===== config.mk =====
export PLATFORM = sky130hd
export DESIGN_NAME = pam_demap_packer_flat
export DESIGN_NICKNAME = d
export VERILOG_FILES = /design/src/rtl/pam_rx_pkg.sv /design/src/rtl/pam_demap_packer_if.sv /design/src/rtl/pam_slicer.sv /design/src/rtl/pam_demap_packer.sv /design/src/flat_wrapper.sv
export SDC_FILE = /design/constraint.sdc
export NUM_CORES = 1
export LEC_CHECK = 0
export ABC_AREA = 1
export ABC_CLOCK_PERIOD_IN_PS = 5500
export CAP_MARGIN = 10
export CORE_MARGIN = 1
export CORE_UTILIZATION = 52
export DETAILED_ROUTE_END_ITERATION = 8
export PLACE_DENSITY_LB_ADDON = 0.2
export SYNTH_ARGS = -nofsm -noshare
export SYNTH_HDL_FRONTEND = slang
export SYNTH_SLANG_ARGS = --single-unit

===== constraint.sdc =====
create_clock -name clk -period 5.5 [get_ports clk]
set_input_delay 1.1 -clock clk [delete_from_list [all_inputs] [get_ports clk]]
set_output_delay 1.1 -clock clk [all_outputs]
set_load 0.02 [all_outputs]

===== src/rtl/pam_rx_pkg.sv =====
// Shared types and elaboration-time helpers for the PAM receive back end:
// width math, FSM state encoding and the Gray-to-binary decoder.
package pam_rx_pkg;

  typedef enum logic [0:0] {
    IDLE = 1'b0,
    RUN  = 1'b1
  } state_t;

  function automatic int clog2(input int value);
    int result;
    result = 0;
    for (int i = 0; i < 31; i++) begin
      if ((1 << i) < value) result = i + 1;
    end
    return result;
  endfunction

  // Counter width that never collapses to zero bits for tiny parameters.
  function automatic int cnt_width(input int value);
    return (clog2(value) < 1) ? 1 : clog2(value);
  endfunction

  function automatic int bps_of(input int pam_order);
    return clog2(pam_order);
  endfunction

  function automatic int spw_of(input int data_width, input int pam_order);
    return data_width / bps_of(pam_order);
  endfunction

  // Binary bit i is the XOR of all Gray bits at or above i; unused upper bits are zero.
  function automatic logic [3:0] gray2bin(input logic [3:0] g);
    logic [3:0] b;
    for (int i = 0; i < 4; i++) begin
      b[i] = ^(g >> i);
    end
    return b;
  endfunction

endpackage


===== src/rtl/pam_demap_packer_if.sv =====
// AXI-stream output bundle of the PAM demapper/packer.
interface pam_demap_packer_if #(
  parameter int DATA_WIDTH = 32
);
  logic                    tvalid;
  logic                    tready;
  logic [DATA_WIDTH-1:0]   tdata;
  logic [DATA_WIDTH/8-1:0] tkeep;
  logic                    tlast;

  modport master (output tvalid, tdata, tkeep, tlast, input tready);
  modport slave  (input tvalid, tdata, tkeep, tlast, output tready);
endinterface


===== src/rtl/pam_slicer.sv =====
// Hard-decision PAM slicer: keeps the top BPS bits of an offset-binary sample.
// With PAM_GRAY_DECODE_EN defined, the sliced level is Gray-to-binary decoded.
module pam_slicer
  import pam_rx_pkg::*;
#(
  parameter int PAM_ORDER     = 4,
  parameter int AD_CVER_WIDTH = 12,
  localparam int BPS          = bps_of(PAM_ORDER)
) (
  input  logic [AD_CVER_WIDTH-1:0] sym_data,
  output logic [BPS-1:0]           sym
);

  logic [BPS-1:0] raw_sym;

  // Upper bits of an offset-binary sample; a value on a k*2^W/M boundary lands in the upper level.
  assign raw_sym = BPS'(sym_data >> (AD_CVER_WIDTH - BPS));

`ifdef PAM_GRAY_DECODE_EN
  assign sym = BPS'(gray2bin(4'(raw_sym)));
`else
  assign sym = raw_sym;
`endif

endmodule


===== src/rtl/pam_demap_packer.sv =====
// PAM receive back end: slices samples to symbols, packs them MSB-first into words,
// frames LENGTH_DATA words with tlast and buffers them in a small output FIFO.
// Optional Gray decoding of the sliced symbol is enabled by PAM_GRAY_DECODE_EN.
module pam_demap_packer
  import pam_rx_pkg::*;
#(
  parameter int DATA_WIDTH    = 32,
  parameter int PAM_ORDER     = 4,
  parameter int AD_CVER_WIDTH = 12,
  parameter int LENGTH_DATA   = 32,
  parameter int FIFO_DEPTH    = 4
) (
  input  logic                     clk,
  input  logic                     arst,
  input  logic                     frame_start,
  input  logic                     sym_valid,
  input  logic [AD_CVER_WIDTH-1:0] sym_data,
  pam_demap_packer_if.master       m_axi,
  output logic                     busy,
  output logic                     overflow
);

  localparam int BPS = bps_of(PAM_ORDER);
  localparam int SPW = spw_of(DATA_WIDTH, PAM_ORDER);
  localparam int SCW = cnt_width(SPW);
  localparam int WCW = cnt_width(LENGTH_DATA);
  localparam int AW  = cnt_width(FIFO_DEPTH);
  localparam int EW  = DATA_WIDTH + 1;
  localparam int KW  = DATA_WIDTH / 8;

  localparam logic [SCW-1:0] LAST_SYM  = SCW'(SPW - 1);
  localparam logic [WCW-1:0] LAST_WORD = WCW'(LENGTH_DATA - 1);
  localparam logic [AW:0]    FULL_CNT  = (AW + 1)'(FIFO_DEPTH);

  state_t                state_q, state_d;
  logic [SCW-1:0]        sym_cnt_q, sym_cnt_d;
  logic [WCW-1:0]        word_cnt_q, word_cnt_d;
  logic [DATA_WIDTH-1:0] shift_q, shift_d;
  logic                  overflow_q, overflow_d;
  logic [EW-1:0]         mem_q [1 << AW];
  logic [EW-1:0]         mem_d [1 << AW];
  logic [AW-1:0]         wr_ptr_q, wr_ptr_d;
  logic [AW-1:0]         rd_ptr_q, rd_ptr_d;
  logic [AW:0]           count_q, count_d;

  logic [BPS-1:0]        sym;
  logic                  take;
  logic                  push_req;
  logic                  push_last;
  logic                  push_ok;
  logic                  pop;
  logic                  out_valid;
  logic [SCW-1:0]        base_sym;
  logic [WCW-1:0]        base_word;
  logic [DATA_WIDTH-1:0] base_shift;
  logic [DATA_WIDTH-1:0] packed_word;
  logic [EW-1:0]         head;

  pam_slicer #(
    .PAM_ORDER    (PAM_ORDER),
    .AD_CVER_WIDTH(AD_CVER_WIDTH)
  ) u_slicer (
    .sym_data(sym_data),
    .sym     (sym)
  );

  // frame_start restarts packing from a clean word, so a coincident sample becomes symbol 0.
  always_comb begin
    base_sym    = frame_start ? '0 : sym_cnt_q;
    base_word   = frame_start ? '0 : word_cnt_q;
    base_shift  = frame_start ? '0 : shift_q;
    take        = sym_valid && (frame_start || (state_q == RUN));
    packed_word = DATA_WIDTH'({base_shift, sym});

    state_d    = frame_start ? RUN : state_q;
    sym_cnt_d  = base_sym;
    word_cnt_d = base_word;
    shift_d    = base_shift;
    push_req   = 1'b0;
    push_last  = 1'b0;

    if (take) begin
      shift_d = packed_word;
      if (base_sym == LAST_SYM) begin
        push_req  = 1'b1;
        sym_cnt_d = '0;
        if (base_word == LAST_WORD) begin
          push_last  = 1'b1;
          word_cnt_d = '0;
          state_d    = IDLE;
        end else begin
          word_cnt_d = base_word + WCW'(1);
        end
      end else begin
        sym_cnt_d = base_sym + SCW'(1);
      end
    end
  end

  // A word that meets a full FIFO is lost but still counted; a same-cycle pop frees the slot.
  always_comb begin
    pop        = (count_q != '0) && m_axi.tready;
    push_ok    = push_req && ((count_q != FULL_CNT) || pop);
    overflow_d = frame_start ? 1'b0 : overflow_q;
    if (push_req && !push_ok) overflow_d = 1'b1;

    mem_d    = mem_q;
    wr_ptr_d = wr_ptr_q;
    rd_ptr_d = rd_ptr_q;
    count_d  = count_q;

    if (push_ok) begin
      mem_d[wr_ptr_q] = {push_last, packed_word};
      wr_ptr_d        = wr_ptr_q + AW'(1);
    end
    if (pop) rd_ptr_d = rd_ptr_q + AW'(1);

    case ({push_ok, pop})
      2'b10:   count_d = count_q + (AW + 1)'(1);
      2'b01:   count_d = count_q - (AW + 1)'(1);
      default: count_d = count_q;
    endcase
  end

  always_ff @(posedge clk or posedge arst) begin
    if (arst) begin
      state_q    <= IDLE;
      sym_cnt_q  <= '0;
      word_cnt_q <= '0;
      shift_q    <= '0;
      overflow_q <= 1'b0;
      mem_q      <= '{default: '0};
      wr_ptr_q   <= '0;
      rd_ptr_q   <= '0;
      count_q    <= '0;
    end else begin
      state_q    <= state_d;
      sym_cnt_q  <= sym_cnt_d;
      word_cnt_q <= word_cnt_d;
      shift_q    <= shift_d;
      overflow_q <= overflow_d;
      mem_q      <= mem_d;
      wr_ptr_q   <= wr_ptr_d;
      rd_ptr_q   <= rd_ptr_d;
      count_q    <= count_d;
    end
  end

  // Outputs are forced to zero while empty so that reset drops them without waiting for a clock.
  assign head         = mem_q[rd_ptr_q];
  assign out_valid    = (count_q != '0);
  assign m_axi.tvalid = out_valid;
  assign m_axi.tdata  = out_valid ? head[DATA_WIDTH-1:0] : '0;
  assign m_axi.tlast  = out_valid ? head[EW-1] : 1'b0;
  assign m_axi.tkeep  = out_valid ? {KW{1'b1}} : '0;
  assign busy         = (state_q == RUN);
  assign overflow     = overflow_q;

endmodule


===== src/flat_wrapper.sv =====
// flat-port wrapper written by rule: the top's interface ports become plain ports
module pam_demap_packer_flat import pam_rx_pkg::*;
#(
  parameter int DATA_WIDTH    = 32,
  parameter int PAM_ORDER     = 4,
  parameter int AD_CVER_WIDTH = 12,
  parameter int LENGTH_DATA   = 32,
  parameter int FIFO_DEPTH    = 4
)
  (clk, arst, frame_start, sym_valid, sym_data, busy, overflow, m_axi_tvalid, m_axi_tdata, m_axi_tkeep, m_axi_tlast, m_axi_tready);
  pam_demap_packer_if #(.DATA_WIDTH(DATA_WIDTH)) m_axi_i ();
  input  logic clk;
  input  logic arst;
  input  logic frame_start;
  input  logic sym_valid;
  input  logic [AD_CVER_WIDTH-1:0] sym_data;
  output logic busy;
  output logic overflow;
  output wire logic [$bits(m_axi_i.tvalid)-1:0] m_axi_tvalid;
  output wire logic [$bits(m_axi_i.tdata)-1:0] m_axi_tdata;
  output wire logic [$bits(m_axi_i.tkeep)-1:0] m_axi_tkeep;
  output wire logic [$bits(m_axi_i.tlast)-1:0] m_axi_tlast;
  input wire logic [$bits(m_axi_i.tready)-1:0] m_axi_tready;
  assign m_axi_tvalid = m_axi_i.tvalid;
  assign m_axi_tdata = m_axi_i.tdata;
  assign m_axi_tkeep = m_axi_i.tkeep;
  assign m_axi_tlast = m_axi_i.tlast;
  assign m_axi_i.tready = m_axi_tready;
  pam_demap_packer #(.DATA_WIDTH(DATA_WIDTH), .PAM_ORDER(PAM_ORDER), .AD_CVER_WIDTH(AD_CVER_WIDTH), .LENGTH_DATA(LENGTH_DATA), .FIFO_DEPTH(FIFO_DEPTH)) u_core (.clk(clk), .arst(arst), .frame_start(frame_start), .sym_valid(sym_valid), .sym_data(sym_data), .m_axi(m_axi_i), .busy(busy), .overflow(overflow));
endmodule

# Word-level counts from Yosys, hierarchy flattened
# Cells that the tools add are included.
[op_classes]
add_sub_neg = 6
order_cmp = 3
eq_ne = 5
n_mux = 30
bitwise = 2
reduce_logical = 11
[ops]
columns = ["cell", "n"]
rows = [
  ["bitwise mux 132 bit", 1],
  ["two-way mux 33 bit", 3],
  ["binary-select mux 33 bit (select 2 bit)", 1],
  ["demux 33 bit (select 2 bit)", 1],
  ["two-way mux 30 bit", 2],
  ["two-way mux 32 bit", 1],
  ["two-way mux 5 bit", 4],
  ["two-way mux 4 bit", 4],
  ["two-way mux 1 bit", 12],
  ["greater-or-equal comparator 3 bit, second input constant", 2],
  ["NOT 2 -> 3 bit", 2],
  ["one-hot mux 3 bit (2 select lines)", 1],
  ["adder 5 x 1 -> 5 bit, second input constant", 1],
  ["== test 5 bit, second input constant", 1],
  ["logical AND 1 bit", 5],
  ["adder 2 x 1 -> 2 bit, second input constant", 2],
  ["adder 4 x 1 -> 4 bit, second input constant", 1],
  ["== test 4 bit, second input constant", 1],
  ["nonzero test 2 bit", 2],
  ["adder 3 x 1 -> 3 bit, second input constant", 1],
  ["less-than comparator 3 x 1 -> 1 bit, second input constant", 1],
  ["inequality test 3 bit, second input constant", 1],
  ["nonzero test 3 bit", 1],
  ["subtractor 3 x 1 -> 3 bit, second input constant", 1],
  ["4 further kinds", 5],
]
[totals]
reg_bits = 180

# Depth between registers and ports, before layout
[depth]
depth_word = 8
ltp_mapped = 16
depth_no_buf = 15

# Cells and area by module
# From an unflattened synthesis, not the netlist that was laid out.
[hier_totals]
cells_unflattened = 1165
area_unflattened_um2 = 8969.9
[by_module_without_submodules]
columns = ["module", "instances", "cells_per_inst", "area_per_inst_um2", "seq_area_each_um2"]
rows = [
  ["pam_demap_packer", 1, 1163, 8954.8, 4504.3],
  ["pam_slicer", 1, 2, 15.0, 0.0],
]

# Least setup slack after synthesis
# OpenSTA, ideal clock, no wires.
[synth_timing]
path_type = "input to register"
from = "input frame_start"
to = "register u_core.count_q[2]"
arrival_time_ns = 2.648
required_ns = 5.383
path_slack_ns = 2.735
cell_stages = 16
n_path_buf = 1
cell_sequence = "buf_4 > inv_2 > nand2_1 > inv_1 > ha_1 > nand2_1 > nor2_1 > nand2_2 > nand2_1 > fa_1 > inv_1 > nand2_1 > nand2_1 > nand2_1 > nand2_1 > nand2_1"
[synth_between]
elab_chain_cells = 7
word_cells_on_any_way = 11
[synth_lines]
columns = ["item", "line_no", "rtl"]
rows = [
  ["start: declaration", "flat_wrapper.sv:14", "input logic frame_start;"],
  ["two-way mux 4 bit", "pam_demap_packer.sv:69", "base_sym = frame_start ? '0 : sym_cnt_q;"],
  ["== test 4 bit", "pam_demap_packer.sv:84", "if (base_sym == LAST_SYM) begin"],
  ["two-way mux 1 bit", "pam_demap_packer.sv:84", ""],
  ["two-way mux 1 bit (*)", "pam_demap_packer.sv:82", "if (take) begin"],
  ["logical AND 1 bit (*)", "pam_demap_packer.sv:103", "push_ok = push_req && ((count_q != FULL_CNT) || pop);"],
  ["== test 2 x 1 -> 1 bit or == test 2 bit (tied branches)", "pam_demap_packer.sv:118", "case ({push_ok, pop})"],
  ["one-hot mux 3 bit (2 select lines) or nonzero test 2 bit (tied branches)", "--", ""],
  ["end signal: assignment", "pam_demap_packer.sv:145", "count_q <= count_d;"],
  ["end: declaration", "pam_demap_packer.sv:44", "logic [AW:0] count_q, count_d;"],
]
# Every way passes the cells marked *; elsewhere a longest branch is shown, timed or not.
# A chain may end at the register's enable or synchronous reset.

# Worst setup path in the final report
[layout_timing]
from = "register u_core.rd_ptr_q[0]"
to = "output m_axi_tdata[23]"
[layout_between]
elab_chain_cells = 5
[layout_lines]
columns = ["item", "line_no", "rtl"]
rows = [
  ["start: declaration", "pam_demap_packer.sv:43", "logic [AW-1:0] rd_ptr_q, rd_ptr_d;"],
  ["start signal: assignment", "pam_demap_packer.sv:144", "rd_ptr_q <= rd_ptr_d;"],
  ["NOT 2 -> 3 bit (not written as such)", "pam_demap_packer.sv:150", "assign head = mem_q[rd_ptr_q];"],
  ["binary-select mux 33 bit (select 2 bit)", "pam_demap_packer.sv:150", ""],
  ["two-way mux 33 bit (not written as such) (2 in a row)", "pam_demap_packer.sv:150", ""],
  ["two-way mux 32 bit", "pam_demap_packer.sv:153", "assign m_axi.tdata = out_valid ? head[DATA_WIDTH-1:0] : '0;"],
  ["end: declaration", "flat_wrapper.sv:20", "output wire logic [$bits(m_axi_i.tdata)-1:0] m_axi_tdata;"],
]
# Every way passes these cells. The select of a mux whose other input is x is not followed.

==> impl_results.md <==
- Reg2reg start: u_core.busy
- Largest net degree at the start of global routing: 122
- Placement Cell Area: 0.00879 mm^2
- Slew Limit Fails: 0
- Clock Sinks: 180
- Delay-heaviest family, CP: buffers and inverters
- Aggregate routed wire length: 18500 um
- CTS Buf Count: 17
- Post-CTS Hold Fix Bufs: 0
- Layout area overhead: 13.5%
- Routability cong.: 0.771
- Row count: 45
- DR DRC count: 0
- Post-CTS Setup Inserts: 0
- 1st-iter DRT viols: 415
- Hold depth: 2
- Critical path class: flop to output port
- Met3 routed WL: 933 um
- Placed cell count: 1196
- Iteration count of the initial detailed-routing pass: 8
- Ant. Diodes: 0
- Crit share post-route: 70.1%
- Setup TNS: 0 ns
- Worst-margin pin slew: 0.877 ns
- Initial antenna violation count: 0
- Worst Path Arrival: 2.76 ns
- Most common cell after layout, fill and taps aside: dfrtp_1
- Clk root buf: clkbuf_16
- Max Clock Freq: 259 MHz
- Status: finished, final reports clean
- Remaining antenna violation count: 0
- Final setup viols: 0
- Seq/Total Area, Yosys: 54.3%
- Ys Warns: 0
- Final Core Density: 61.3%
- Most frequent cells in the layout: 179 x dfrtp_1, 171 x nand2_1, 159 x a21oi_1
- Number of global-route vias before repair: 6176
- Slowest stage cell, crit path: clkdlybuf4s50_1
- Final Instance Area: 0.00942 mm^2
- Worst r2r path cells: 9
- Io pins: 57
- Syn Nets: 1014
- Hold WS: 0.498 ns
- Core area: 0.0154 mm^2
- CP bufs+invs: 3
- Vias: 6448
- Seq cells post-synth: 180
- Port Buffer Count: 46
- Max cap viols: 0
- H-Tree Level Count: 4
- Hold_sp: u_core.overflow
- Worst skew pair latency: 0.43 ns
- Power per standard cell area: 444 mW/mm^2
- Nets@finish: 1029
- Critical Path Start Type: flop
- Max_slew headroom: 41.5%
- Max incr delay on CP: 0.64 ns
- Avg WL per Cell: 15.1 um
- Setup WS pre-CTS: 1.61 ns
- RSZ-0062 raised after global routing: false
- Total GRT Usage: 24.8%
- Setup WS post-layout: 1.64 ns
- Final Skew: 0.00739 ns
- Cts repair resizes: 0
- Total Power: 4.19 mW
- Met2 Wirelength: 8830 um
- Leak: 4.71 nW
- Syn Area/Cell: 8.39 um^2
- HP Class: flop to flop
- First-pass GRT wire length: 31000 um
- Fraction of layout cells with a size suffix above 1: 6.10%
- DP HPWL: 10400 um
- Mapped Area: 0.00830 mm^2
- Metal1 wirelength: 8480 um
- Final Hold Viols: 0
- Total congestion overflow: 0
- CTS tree: done
- CP Cell Sequence: inv_2 -> buf_4 -> o21ai_0 -> a21oi_1 -> clkdlybuf4s50_1
- Die H: 128 um
- Synth Instances: 989
- Finished Layout Cells: 1228
- Die area: 0.0165 mm^2
- Initial Util: 54.0%
- Crit. End Element: output port
- Clock Tree Buf Depth: 2
- Worst vdd ir: 0.257 mV
- Die width: 128 um
- Crit path depth: 5
- Post-synthesis cell type count: 25
- Drt via density: 5.25
- Clock transition at path regs: 0.06 ns
- Min Tclk post-route: 3.86 ns
- DR top layer: met4
- Critical Path RT: 4.40 ns
- CP startpoint: u_core.rd_ptr_q[0]
- CP max FO: 50
==> layout make-up <==
type,count,area (um^2)
Sequential cell,180,4510
Tap cell,211,264
Multi-Input combinational cell,617,2950
Fill cell,1363,5950
Timing Repair Buffer,61,598
Inverter,127,480
Clock buffer,24,502
Clock inverter,8,121
==> power breakdown <==
group	internal (mW)	leakage (nW)	switching, mW
logic	0.593	2.27	0.964
clock network	0.774	0.306	0.489
registers	1.35	2.14	0.0156
total	2.72	4.71	1.47
==> path summary, 6_finish.rpt <==
check	to	slack, ns
worst min register to register	u_core.overflow	0.50
max in group asynchronous	u_core.mem_q[68]	3.36
worst max-delay path	m_axi_tdata[23]	1.64
worst min-delay path	u_core.overflow	0.50
min in group asynchronous	u_core.mem_q[90]	1.10
worst max register to register	u_core.mem_q[60]	3.21
==> cells by family (layout without fill, tap and decap cells) <==
family | Yosys count | count (layout) | synth area share, %
xor gates and xnor gates | 6 | 6 | 0.633
adders and majority gates | 8 | 8 | 1.30
DFF | 180 | 180 | 54.3
buffers and inverters | 192 | 220 | 10.2
and+or+nand+nor | 266 | 266 | 13.2
AOI/OAI and AO/OA | 337 | 337 | 20.4
==> registers in the layout, indices dropped and copies added (netlist names) <==
register / flops
u_core.word_cnt_q: 5
u_core.shift_q: 30
u_core.busy: 1
u_core.count_q: 3
u_core.wr_ptr_q: 2
u_core.sym_cnt_q: 4
u_core.overflow: 1
u_core.rd_ptr_q: 2
u_core.mem_q: 132
==> worst reg2reg max path: stages, from the launching register on <==
cell     delay [ns]
dfrtp_1        0.38
inv_2          0.06
nand2_4        0.08
nand2_4        0.34
nor2_8         0.30
nand2_4        0.18
nor2_4         0.38
buf_12         0.31
nand2_1        0.10
o21ai_0        0.09
==> metal layers <==
metal  GRT usage (%)  up-vias
met5               0        -
met4            8.24        0
met3            5.34       29
met2            40.2      146
met1            33.2     3055
li1                -     3218
==> cells in the mapped netlist (all sizes together) <==
library cell	n	area [um^2]
dfrtp	180	4500
o21ai	177	886
nand2	176	688
a21oi	159	796
inv	127	477
nor2	79	353
buf	40	275
clkbuf	25	93.8
ha	7	87.6
nand3	6	30.0
xor2	6	52.6
nor3	4	20.0
a21boi	1	7.51
fa	1	20.0
nor4	1	6.26
No activity file was read; power rests on OpenSTA's default activity.
